[config.mk]
export PLATFORM = sky130hd
export DESIGN_NAME = jump_sched
export DESIGN_NICKNAME = d
export VERILOG_FILES = /design/src/rtl/jump_sched.sv
export SDC_FILE = /design/constraint.sdc
export NUM_CORES = 1
export LEC_CHECK = 0
export CORE_MARGIN = 5
export CORE_UTILIZATION = 47
export DETAILED_ROUTE_END_ITERATION = 7
export HOLD_SLACK_MARGIN = 0.12
export PLACE_DENSITY = 0.76
export RECOVER_POWER = 100
export SYNTH_ARGS = -nofsm -noshare
export SYNTH_HDL_FRONTEND = slang
export SYNTH_SLANG_ARGS = --single-unit
[constraint.sdc]
create_clock -name clk -period 6.3 [get_ports clk]
set_clock_uncertainty 0.15 [all_clocks]
set_input_delay 0.63 -clock clk [delete_from_list [all_inputs] [get_ports clk]]
set_output_delay 0.63 -clock clk [all_outputs]
set_load 0.05 [all_outputs]
[src/rtl/jump_sched.sv]
// Jump-unit scheduler: round-robin intake from two requesters into an
// issue FIFO, drained one op at a time by an IDLE/ISSUE/WAIT FSM.
module jump_sched #(
   parameter int DEPTH = 4,
   parameter int TAGW  = 4
) (
   input  logic              clk,
   input  logic              rst,
   input  logic              req0_valid,
   input  logic              req1_valid,
   output logic              req0_ready,
   output logic              req1_ready,
   input  logic [132+TAGW:0] req0_data,
   input  logic [132+TAGW:0] req1_data,
   input  logic              flush,
   output logic              fu_EN,
   output logic              fu_JALR,
   output logic [3:0]        fu_cmp_ctrl,
   output logic [31:0]       fu_rs1,
   output logic [31:0]       fu_rs2,
   output logic [31:0]       fu_imm,
   output logic [31:0]       fu_PC,
   input  logic              fu_finish,
   input  logic [31:0]       fu_PC_jump,
   input  logic [31:0]       fu_PC_wb,
   input  logic              fu_is_jump,
   output logic              res_valid,
   output logic [TAGW-1:0]   res_tag,
   output logic [31:0]       res_PC_jump,
   output logic [31:0]       res_PC_wb,
   output logic              res_is_jump
);

   localparam int DW = 133 + TAGW;
   localparam int AW = (DEPTH > 1) ? $clog2(DEPTH) : 1;
   localparam logic [AW:0] FULL = DEPTH[AW:0];

   typedef enum logic [1:0] {IDLE, ISSUE, WAIT} state_t;

   state_t          state;
   logic [DW-1:0]   mem [DEPTH];
   logic [AW-1:0]   wr_ptr;
   logic [AW-1:0]   rd_ptr;
   logic [AW:0]     count;
   logic            rr;
   logic            space;
   logic            enq;
   logic            deq;
   logic [DW-1:0]   enq_data;
   logic [DW-1:0]   head;
   logic [TAGW-1:0] fu_tag;
   logic [TAGW-1:0] tag_q;
   logic [31:0]     pc_jump_q;
   logic [31:0]     pc_wb_q;
   logic            is_jump_q;

   // rr = 1 means requester 1 wins when both are valid
   always_comb begin
      space      = ~rst & ~flush & (count < FULL);
      req0_ready = space & req0_valid & (~req1_valid | ~rr);
      req1_ready = space & req1_valid & (~req0_valid | rr);
      enq        = req0_ready | req1_ready;
      enq_data   = req1_ready ? req1_data : req0_data;
      deq        = (state == ISSUE) & ~flush;
      head       = mem[rd_ptr];
   end

   assign fu_EN     = (state == ISSUE) & ~flush;
   assign res_valid = fu_finish & (state == WAIT) & ~flush;

   assign res_tag     = res_valid ? fu_tag     : tag_q;
   assign res_PC_jump = res_valid ? fu_PC_jump : pc_jump_q;
   assign res_PC_wb   = res_valid ? fu_PC_wb   : pc_wb_q;
   assign res_is_jump = res_valid ? fu_is_jump : is_jump_q;

   always_ff @(posedge clk) begin
      if (enq) mem[wr_ptr] <= enq_data;
   end

   always_ff @(posedge clk or posedge rst) begin
      if (rst) begin
         state       <= IDLE;
         count       <= '0;
         wr_ptr      <= '0;
         rd_ptr      <= '0;
         rr          <= 1'b0;
         fu_tag      <= '0;
         fu_JALR     <= 1'b0;
         fu_cmp_ctrl <= '0;
         fu_rs1      <= '0;
         fu_rs2      <= '0;
         fu_imm      <= '0;
         fu_PC       <= '0;
         tag_q       <= '0;
         pc_jump_q   <= '0;
         pc_wb_q     <= '0;
         is_jump_q   <= 1'b0;
      end else begin
         if (req0_valid & req1_valid & enq) rr <= ~rr;
         if (res_valid) begin
            tag_q     <= fu_tag;
            pc_jump_q <= fu_PC_jump;
            pc_wb_q   <= fu_PC_wb;
            is_jump_q <= fu_is_jump;
         end
         if (flush) begin
            count  <= '0;
            wr_ptr <= '0;
            rd_ptr <= '0;
            state  <= IDLE;
         end else begin
            if (enq) wr_ptr <= wr_ptr + AW'(1);
            count <= count + (AW+1)'(enq) - (AW+1)'(deq);
            case (state)
               IDLE: begin
                  // operands latched here so they are stable from ISSUE on
                  if (count != '0) begin
                     {fu_tag, fu_JALR, fu_cmp_ctrl, fu_rs1,
                      fu_rs2, fu_imm, fu_PC} <= head;
                     state <= ISSUE;
                  end
               end
               ISSUE: begin
                  rd_ptr <= rd_ptr + AW'(1);
                  state  <= WAIT;
               end
               WAIT: begin
                  if (fu_finish) state <= IDLE;
               end
               default: state <= IDLE;
            endcase
         end
      end
   end

endmodule

==> metrics.log, run 1 <==
INFO  metric library_cell_with_the_highest_instance_count_after_synthesis = sky130_fd_sc_hd__edfxtp_1
INFO  metric hold-path-cell-count = 1
INFO  metric failed_checks = capacitance limit, slew limit
INFO  metric worst-endpoint-required = 6.35 ns
INFO  metric cp_data_arrival_time = roughly 5.1 ns
INFO  metric crit_type = primary input to flip-flop
INFO  metric core_box_area = roughly 0.063 mm2
INFO  metric place.port_buffers = 550
INFO  metric yosysTopAreaCellShare = 0.555
INFO  metric place_congestion = ~0.76
INFO  metric worstSetupEndpoint = mem[0][100]
INFO  metric initial_core_util = 0.473
INFO  metric postCtsSetupBuffers = 0
INFO  metric worstHoldPathType = flip-flop to flip-flop
INFO  metric post_synth_most_frequent_cells = sky130_fd_sc_hd__edfxtp_1, sky130_fd_sc_hd__mux2_2, sky130_fd_sc_hd__dfrtp_1
INFO  metric vdd.ir_drop.worst = 0.327 mV
INFO  metric grt_pass1_wl = between 100 and 150 mm
INFO  metric finalWorstSetupSlack = 1.28 ns
INFO  metric finalCritPeriodShare = 0.796
INFO  metric detailedPlacementHpwl = around 43 mm
INFO  metric post_cts.resized_instances = 0
INFO  metric power_per_cell_area = 457 mW/mm2
INFO  metric fin_nets = around 2300
INFO  metric ys_seq_elements = between 700 and 800
INFO  metric wirelength = between 60 and 70 mm
INFO  metric ant_nets = 0
INFO  metric drv_cap = 10
INFO  metric yosys_warning_count = 0
INFO  metric die-height = 261 um
INFO  metric syn_area = a little under 0.03 mm2
INFO  metric vias_per_cell = between 5 and 6
INFO  metric global_route.overflow_total = 0
INFO  metric synth_async_sr_flop_share = 0.283
INFO  metric detailedRoute.firstPassIterationCount = 4
INFO  metric grt_max_degree = 99
INFO  metric p_leak = between 10 and 15 nW
INFO  metric post-route-drc-count = 0
INFO  metric floorplan.die_area = roughly 0.068 mm2
INFO  metric clk_root_buffer_cell = sky130_fd_sc_hd__clkbuf_16
INFO  metric grt_antenna_before_repair = 5
INFO  metric clock_tree_from_tritoncts = built
INFO  metric detailedRoute.firstIterationViolations = 686
INFO  metric end_kind = flip-flop
INFO  metric tritoncts.num_buffers = 80
INFO  metric clockBufferDepth = 3
INFO  metric number_of_synthesized_flops_with_an_enable_pin = 548
INFO  metric hold_buffers = 0
INFO  metric n_fill_cell = ~4300
INFO  metric area_used_by_multi_input_combinational_logic = 0.00729 mm2
INFO  metric wl_per_cell = about 24 um
INFO  metric number_of_placed_i_o_pins = ~550
INFO  metric worstSkewPairLatency = about 0.60 ns
INFO  metric post_synth_inst_count = between 1000 and 1500
INFO  metric vias = 15205
INFO  metric ff2ff_path_depth = 3
INFO  metric regToRegSetupSlack = roughly 1.7 ns
INFO  metric rsz_0062_raised_after_global_routing = false
INFO  metric synth_top_cells_by_area = sky130_fd_sc_hd__edfxtp_1, sky130_fd_sc_hd__dfrtp_1, sky130_fd_sc_hd__mux2_2
INFO  metric r2r_end = mem[0][100]
INFO  metric drive_above_1_share = 0.214
INFO  metric start_of_the_worst_register_to_register_path = count[2]
INFO  metric first_global_vias = between 15000 and 20000
INFO  metric synth.yosys.seq_area_share = 0.737
INFO  metric post-place-ws = 1.82 ns
INFO  metric ys.flop_type = sky130_fd_sc_hd__edfxtp_1
INFO  metric regArea = roughly 0.022 mm2
INFO  metric fmax = ~0.20 GHz
INFO  metric clock_sink_count = approximately 760
INFO  metric worstMarginPinSlew = about 3.7 ns
INFO  metric relSlewSlack = -1.46
INFO  metric setup-tns-final = 0 ns
INFO  metric clk_transition_reported_paths = about 0.060 ns
INFO  metric row_count = 92
INFO  metric synth_largest_area_cell = sky130_fd_sc_hd__edfxtp_1
INFO  metric cts_max_level = 3
INFO  metric layout-area-overhead-vs-synth = 30.2%
INFO  metric synth.net_count = 1718
INFO  metric syn_area_per_cell = approximately 22 um2
INFO  metric critical_path_peak_fanout = 40
INFO  metric die_w = 261 um
INFO  metric status = finished with violations
INFO  metric yosys.cell_types.count = 29
INFO  metric maxSlewViolCount = 504
INFO  metric finalHoldViolCount = 0
INFO  metric finalHoldWorstSlack = 0.328 ns
INFO  metric finalWorstPathRequiredPeriod = between 5 and 6 ns
INFO  metric setup-violations-final = 0
INFO  metric worstSetupStartpointType = primary input
INFO  metric grt.total_usage = 0.199
INFO  metric cp-startpoint = flush
[cells by family (layout without fill, tap and decap cells)]
kind of cell / count (synthesis) / after routing / synth area share
other: 0 / 2 / 0
adder cells (fa/ha/maj): 7 / 7 / 0.00321
buffers and inverters: 76 / 723 / 0.0172
AND/OR/NAND/NOR: 28 / 28 / 0.00557
AO/OA/AOI/OAI: 6 / 6 / 0.00101
flip-flops: 764 / 764 / 0.737
XOR/XNOR: 5 / 5 / 0.00148
multiplexers: 480 / 480 / 0.234
[registers in the layout, indices dropped and copies added (netlist names)]
| register | count |
|---|---|
| fu_rs2 | 32 |
| fu_cmp_ctrl | 4 |
| rr | 1 |
| pc_jump_q | 32 |
| is_jump_q | 1 |
| state | 2 |
| fu_imm | 32 |
| fu_JALR | 1 |
| wr_ptr | 2 |
| count | 3 |
| fu_PC | 32 |
| fu_tag | 4 |
| fu_rs1 | 32 |
| rd_ptr | 2 |
| tag_q | 4 |
| mem | 548 |
| pc_wb_q | 32 |
[per-stage QoR]
step	power [W]	cell area (um2)	cells	util
2_1_floorplan	0.0112	29700	1366	-
3_3_place_gp	0.0133	36000	2711	0.574
3_5_place_dp	0.0134	36000	2711	0.574
4_1_cts	0.0182	38700	2859	0.617
5_1_grt	0.0184	38600	2860	0.615
6_report	0.0177	38600	2861	0.615
[layout make-up]
class / count / area share
antenna: 2 / 0.000130
tap: 846 / 0.0274
inverter: 6 / 0.000616
multi-input combinational: 526 / 0.189
timing repair buffer: 569 / 0.147
clock buffer: 114 / 0.0597
clock inverter: 34 / 0.00992
sequential: 764 / 0.566
[worst max-delay path: stages]
cell	delay, ns
sky130_fd_sc_hd__dlygate4sd3_1	0.70
sky130_fd_sc_hd__nor3_1	0.91
sky130_fd_sc_hd__and3_1	1.60
sky130_fd_sc_hd__clkbuf_2	1.13
[power breakdown]
group	switching [W]	total, W	leakage (nW)	internal [W]
combinational	0.00381	0.00617	4.70	0.00237
clock	0.00188	0.00476	1.32	0.00288
sequential	0.000455	0.00673	7.59	0.00627
total	0.00614	0.0177	13.6	0.0115
[worst min-delay path by stage]
stage,end,slack (ns),from
finish,pc_wb_q[0],0.33,pc_wb_q[0]
global route,pc_wb_q[14],0.35,pc_wb_q[14]
CTS,rr,0.34,rr
detailed placement,rr,0.33,rr
global placement,rr,0.33,rr
floorplan,rr,0.31,rr
[cell usage in the layout, fill, tap and decap left out, types with 3 or more instances in the layout]
cell,Yosys,routed
sky130_fd_sc_hd__a21oi_1,4,4
sky130_fd_sc_hd__buf_12,0,5
sky130_fd_sc_hd__buf_4,4,5
sky130_fd_sc_hd__bufinv_16,0,8
sky130_fd_sc_hd__clkbuf_1,17,24
sky130_fd_sc_hd__clkbuf_16,0,84
sky130_fd_sc_hd__clkbuf_2,0,6
sky130_fd_sc_hd__clkbuf_8,0,9
sky130_fd_sc_hd__clkdlybuf4s50_1,0,342
sky130_fd_sc_hd__clkinv_1,0,11
sky130_fd_sc_hd__clkinv_2,0,10
sky130_fd_sc_hd__dfrtp_1,216,215
sky130_fd_sc_hd__dlygate4sd3_1,0,208
sky130_fd_sc_hd__edfxtp_1,548,548
sky130_fd_sc_hd__ha_1,6,6
sky130_fd_sc_hd__inv_1,6,5
sky130_fd_sc_hd__mux2_1,0,188
sky130_fd_sc_hd__mux2_2,343,155
sky130_fd_sc_hd__mux4_2,137,137
sky130_fd_sc_hd__nand2_1,3,3
sky130_fd_sc_hd__nand3_1,4,3
sky130_fd_sc_hd__nor2_1,6,6
sky130_fd_sc_hd__nor3_1,2,3
sky130_fd_sc_hd__xor2_1,3,3
[routing by layer]
layer,GRT usage,up-vias,share of wire
li1,-,6641,-
met1,0.238,7963,0.38
met2,0.358,494,0.53
met3,0.0477,107,0.062
met4,0.0599,0,0.028
met5,0,-,0
No activity file was read; power rests on OpenSTA's default activity.
==> run 2: changes to the inputs <==
- clock period: 6.3 -> 4.4 ns (I/O delays scaled with it)
==> run 2 against run 1 <==
- combinational power grew 43%
- first-iteration DRC count grew 21%
- global-route usage shrank 0.54 points
- highest routed layer is now met5
- setup slack lost 0.70 ns
- sequential cell count is the same
- the flow still finishes with violations (capacitance limit, slew limit)
- cell area shrank 0.36%
- die area is the same
- register-to-register slack lost 0.78 ns
==> metrics.log, run 2 (same netlist as run 1, synthesis figures left out) <==
INFO  metric status = finished with violations
INFO  metric failed_checks = capacitance limit, slew limit
INFO  metric cp_data_arrival_time = 3.96 ns
INFO  metric detailedPlacementHpwl = 44.1 mm
INFO  metric die-height = between 200 and 300 um
INFO  metric largest_register_ff_count = between 500 and 600
INFO  metric layout-area-overhead-vs-synth = 29.7%
INFO  metric power_per_cell_area = about 650 mW/mm2
INFO  metric place_congestion = about 0.75
INFO  metric p_leak = 13.5 nW
INFO  metric postCtsSetupBuffers = 0
INFO  metric clockBufferDepth = 3
INFO  metric initial_core_util = 0.473
INFO  metric fin_nets = about 2300
INFO  metric finalHoldViolCount = 0
INFO  metric wirelength = 67.2 mm
INFO  metric setup-violations-final = 0
INFO  metric first_global_vias = approximately 17000
INFO  metric ant_nets = 0
INFO  metric regArea = 0.0219 mm2
INFO  metric number_of_placed_i_o_pins = ~550
INFO  metric layout.cells.most_common_list = sky130_fd_sc_hd__edfxtp_1, sky130_fd_sc_hd__clkdlybuf4s50_1, sky130_fd_sc_hd__dfrtp_1, sky130_fd_sc_hd__mux2_1, sky130_fd_sc_hd__dlygate4sd3_1
INFO  metric worstHoldPathType = primary input to flip-flop
INFO  metric met3_usage = 0.0416
INFO  metric worstSkewPairLatency = around 0.6 ns
INFO  metric grt_antenna_before_repair = 2
INFO  metric clk_root_buffer_cell = sky130_fd_sc_hd__clkbuf_16
INFO  metric drv_cap = 3
INFO  metric core_box_area = 0.0627 mm2
INFO  metric maximum_single_stage_delay_on_the_critical_path = 1.44 ns
INFO  metric finalHoldWorstSlack = 0.317 ns
INFO  metric tritoncts.num_buffers = just under 80
INFO  metric worstMarginPinSlew = ~2.6 ns
INFO  metric crit_type = primary input to flip-flop
INFO  metric relSlewSlack = -0.728
INFO  metric hold_buffers = 0
INFO  metric drive_above_1_share = 0.220
INFO  metric finalCritPeriodShare = 0.868
INFO  metric area_used_by_multi_input_combinational_logic = 0.00731 mm2
INFO  metric end_kind = flip-flop
INFO  metric place.port_buffers = between 500 and 600
INFO  metric worstSetupStartpointType = primary input
INFO  metric layout_commonest_cell = sky130_fd_sc_hd__edfxtp_1
INFO  metric detailedRoute.firstPassIterationCount = 5
INFO  metric grt.total_usage = 0.193
INFO  metric fmax = between 0.2 and 0.3 GHz
INFO  metric cts_max_level = 3
INFO  metric grt_pass1_wl = 101 mm
INFO  metric groute.layer.met1.usage = 0.245
INFO  metric global_route.overflow_total = 0
INFO  metric vdd.ir_drop.worst = roughly 0.52 mV
INFO  metric crit_path_top_delay_cell = sky130_fd_sc_hd__clkbuf_4
INFO  metric largest-register = mem
INFO  metric critical_path_peak_fanout = around 140
INFO  metric vias_per_cell = roughly 5.3
INFO  metric row_count = a little over 90
INFO  metric detailedRoute.firstIterationViolations = between 800 and 900
INFO  metric floorplan.die_area = just under 0.07 mm2
INFO  metric grt_use_met2 = 0.337
INFO  metric setup-tns-final = 0 ns
INFO  metric clock_tree_from_tritoncts = built
INFO  metric post-route-drc-count = 0
INFO  metric wl_per_cell = ~23 um
INFO  metric busiest_layer = met2
INFO  metric n_fill_cell = roughly 4400
INFO  metric finalWorstPathRequiredPeriod = 3.82 ns
INFO  metric worst_path_cell_trace = dlygate4sd3_1 > clkbuf_1 > nor3_4 > nand3_4 > clkbuf_4 > mux2_1
INFO  metric worst-endpoint-required = roughly 4.6 ns
INFO  metric die_w = 261 um
INFO  metric rsz_0062_raised_after_global_routing = false
INFO  metric post_cts.resized_instances = 0
INFO  metric maxSlewViolCount = between 200 and 300
INFO  metric clock_sink_count = about 760
INFO  metric clk_transition_reported_paths = roughly 0.060 ns
INFO  metric vias = roughly 15000
INFO  metric grt_max_degree = 138
==> run 2: changes by cell type in the layout (fill, tap and decap cells not counted), sizes merged <==
cell	previous run	this run
clkinv	24	23
bufinv	8	9
dlygate4sd3	208	176
inv	7	12
clkinvlp	1	4
clkbuf	123	167
==> run 2: layer usage <==
layer	vias up	wire, um
met5	-	13
li1	6692	-
met1	7939	26000
met2	502	35200
met4	2	1650
met3	97	4360
==> run 2: area by class of cell <==
type / count / area share
Tap cell: 846 / 0.0275
Clock inverter: 42 / 0.0132
Inverter: 6 / 0.000618
Sequential cell: 764 / 0.568
Antenna cell: 2 / 0.000130
Clock buffer: 104 / 0.0551
Timing Repair Buffer: 591 / 0.145
Multi-Input combinational cell: 526 / 0.190
==> run 2: report_power, final <==
part / switching [W] / internal, W / leakage [nW]
clock: 0.00272 / 0.00396 / 1.28
sequential: 0.000597 / 0.00898 / 7.59
combinational: 0.00554 / 0.00326 / 4.61
total: 0.00886 / 0.0162 / 13.5
==> run 2: metrics by stage <==
stage	setup slack [ns]	instances	power, W	instance area [um2]	util
after floorplan	0.998	1366	0.0160	29700	-
after CTS	0.890	2879	0.0259	38900	0.621
final	0.581	2881	0.0251	38500	0.613
after global placement	1.10	2733	0.0190	36300	0.579
after global routing	0.418	2879	0.0261	38500	0.613
after detailed placement	1.06	2733	0.0192	36300	0.579
==> run 2: final timing paths <==
kind,startpoint,to,slack (ns),depth (start not counted)
min in group asynchronous,rst,count[1],0.56,3
worst max register to register,rd_ptr[0],fu_imm[13],0.90,3
worst min register to register,pc_jump_q[9],pc_jump_q[9],0.32,1
worst max-delay path,flush,mem[1][136],0.58,6
worst min-delay path,fu_PC_wb[17],pc_wb_q[17],0.32,2
max in group asynchronous,rst,pc_wb_q[6],2.87,3
==> run 2: critical path, delay by kind of cell <==
kind	cells	cell delay, ns
buffers and inverters	3	2.55
multiplexers	1	0.51
AND/OR/NAND/NOR	2	0.31
==> run 3: changes to the inputs <==
- MAX_ROUTING_LAYER: not set -> met4
==> run 3 against run 2 <==
- the flow still finishes with violations (capacitance limit, slew limit)
- hold slack worse by 0.00093 ns
- largest cell class unchanged
- sequential share of layout area hardly changed
- routed wire length fell by 0.26%
- total power hardly changed
- sequential power about the same
- combinational power about the same
- via count about the same
- global-route usage grew 0.58 points
- final cell count hardly changed
- register-to-register slack got worse by 0.10 ns
- maximum frequency rose by 0.97%
- non-clock buffer count unchanged
==> metrics.log, run 3 (same netlist as run 1, synthesis figures left out) <==
INFO  metric hold_buffers = 0
INFO  metric status = finished with violations
INFO  metric wirelength = roughly 67 mm
INFO  metric cpLargestDelayFamily = buffers and inverters
INFO  metric critical_path_peak_fanout = 35
INFO  metric maximum_single_stage_delay_on_the_critical_path = roughly 1.2 ns
INFO  metric post_cts.resized_instances = 0
INFO  metric worstSkewPairLatency = about 0.60 ns
INFO  metric grt_max_degree = 138
INFO  metric worstSetupStartpointType = primary input
INFO  metric worst_path_cell_trace = dlygate4sd3_1 > clkbuf_1 > nor3_4 > and3_4 > clkbuf_1
INFO  metric crit_type = primary input to flip-flop
INFO  metric power.share.switching = 0.353
INFO  metric clock_sink_count = between 700 and 800
INFO  metric clock_tree_from_tritoncts = built
INFO  metric row_count = between 90 and 100
INFO  metric drive_above_1_share = 0.218
INFO  metric finalCritPeriodShare = 0.860
INFO  metric met3_usage = 0.0390
INFO  metric tritoncts.num_buffers = 78
INFO  metric failed_checks = capacitance limit, slew limit
INFO  metric layout.cells.most_common_list = sky130_fd_sc_hd__edfxtp_1, sky130_fd_sc_hd__clkdlybuf4s50_1, sky130_fd_sc_hd__dfrtp_1, sky130_fd_sc_hd__mux2_1, sky130_fd_sc_hd__dlygate4sd3_1
INFO  metric floorplan.die_area = a little under 0.07 mm2
INFO  metric largest-register = mem
INFO  metric cts_max_level = 3
INFO  metric clk_transition_reported_paths = approximately 0.060 ns
INFO  metric vias_per_cell = about 5.3
INFO  metric rsz_0062_raised_after_global_routing = false
INFO  metric vdd.ir_drop.worst = between 0.5 and 0.6 mV
INFO  metric end_kind = flip-flop
INFO  metric post-route-drc-count = 0
INFO  metric core_box_area = approximately 0.063 mm2
INFO  metric place.port_buffers = 550
INFO  metric post_layout_nonfiller_instances = a little under 3000
INFO  metric grt_pass1_wl = between 100 and 150 mm
INFO  metric critical_path_buf_inv_count = 3
INFO  metric fin_nets = between 2000 and 2500
INFO  metric clockBufferDepth = 3
INFO  metric finalWorstPathRequiredPeriod = ~3.8 ns
INFO  metric layout-area-overhead-vs-synth = 29.8%
INFO  metric worstMarginPinSlew = ~2.6 ns
INFO  metric finalHoldViolCount = 0
INFO  metric postCtsSetupBuffers = 0
INFO  metric post-place-cells = 2733
INFO  metric ant_nets = 0
INFO  metric detailedPlacementHpwl = around 44 mm
INFO  metric place_congestion = between 0.7 and 0.8
INFO  metric setup-tns-final = 0 ns
INFO  metric initial_core_util = 0.473
INFO  metric critical_path.most_common_cell = sky130_fd_sc_hd__clkbuf_1
INFO  metric p_seq_frac = 0.382
INFO  metric groute.layer.met1.usage = 0.246
INFO  metric maxSlewViolCount = around 280
INFO  metric switching_power = 0.00885 W
INFO  metric grt_antenna_before_repair = 2
INFO  metric detailedRoute.firstPassIterationCount = 4
INFO  metric die-height = 261 um
INFO  metric fmax = approximately 0.26 GHz
INFO  metric worst-endpoint-required = 4.44 ns
INFO  metric worstHoldPathType = primary input to flip-flop
INFO  metric p_leak = roughly 14 nW
INFO  metric clk_root_buffer_cell = sky130_fd_sc_hd__clkbuf_16
INFO  metric post-route-cell-area = 0.0385 mm2
INFO  metric largest_register_ff_count = roughly 550
INFO  metric n_fill_cell = around 4400
INFO  metric first_global_vias = 16807
INFO  metric grt_use_met2 = 0.338
INFO  metric busiest_layer = met2
INFO  metric crit_path_top_delay_cell = sky130_fd_sc_hd__clkbuf_1
INFO  metric wl_per_cell = between 20 and 25 um
INFO  metric setup-violations-final = 0
INFO  metric number_of_placed_i_o_pins = about 550
INFO  metric grt.total_usage = 0.199
INFO  metric placedInstanceArea = approximately 0.036 mm2
INFO  metric detailedRoute.firstIterationViolations = about 810
INFO  metric cellInternalPower = 0.0162 W
INFO  metric vias = around 15000
INFO  metric global_route.overflow_total = 0
INFO  metric portion_of_total_power_attributed_to_combinational_logic = 0.352
INFO  metric relSlewSlack = -0.730
INFO  metric cp_data_arrival_time = around 3.8 ns
INFO  metric power_frac_clock = 0.266
INFO  metric power_per_cell_area = 651 mW/mm2
INFO  metric layout_commonest_cell = sky130_fd_sc_hd__edfxtp_1
INFO  metric die_w = 261 um
INFO  metric drv_cap = 5
[run 3: worst paths after layout]
kind | slack, ns | from | to | cells past startpoint
worst max-delay path | 0.62 | flush | mem[0][32] | 5
worst min-delay path | 0.32 | fu_PC_wb[17] | pc_wb_q[17] | 2
worst max register to register | 0.80 | count[2] | fu_imm[21] | 4
worst min register to register | 0.32 | pc_jump_q[9] | pc_jump_q[9] | 1
max in group asynchronous | 2.83 | rst | pc_wb_q[6] | 3
min in group asynchronous | 0.56 | rst | fu_PC[17] | 3
[run 3: area by class of cell]
cell class	count	area, um2	area share
sequential	764	21900	0.568
multi-input combinational	526	7300	0.190
timing repair buffer	591	5620	0.146
clock buffer	104	2120	0.0551
tap	846	1060	0.0275
clock inverter	42	507	0.0132
inverter	6	23.8	0.000618
antenna	3	7.51	0.000195
[run 3: through the flow]
step           total power (W)  hold WS [ns]  worst slack, ns  utilization
3_3_place_gp            0.0190         0.331             1.10        0.579
3_5_place_dp            0.0192         0.334             1.06        0.579
4_1_cts                 0.0259         0.280            0.890        0.621
5_1_grt                 0.0261         0.292            0.404        0.614
2_1_floorplan           0.0160         0.308            0.998            -
6_report                0.0251         0.316            0.618        0.614
[run 3: worst register-to-register path, stage by stage (launching register included)]
cell                       delay, ns
sky130_fd_sc_hd__dfrtp_1        0.46
sky130_fd_sc_hd__nor3_1         0.11
sky130_fd_sc_hd__nor4_1         0.29
sky130_fd_sc_hd__clkbuf_2       1.85
sky130_fd_sc_hd__mux2_2         0.62
[run 3: metal layers]
metal	vias to the layer above	wire [um]
met2	485	35200
met1	7942	26100
met5	-	0
li1	6691	-
met3	103	4000
met4	0	1680
[run 3: power by group through the flow]
stage / clock [W] / sequential (W) / combinational, W
after global placement: 0 / 0.00971 / 0.00929
after CTS: 0.00682 / 0.00964 / 0.00947
final: 0.00668 / 0.00957 / 0.00883
after floorplan: 0 / 0.0117 / 0.00429
after global routing: 0.00715 / 0.00971 / 0.00927
after detailed placement: 0 / 0.00976 / 0.00944
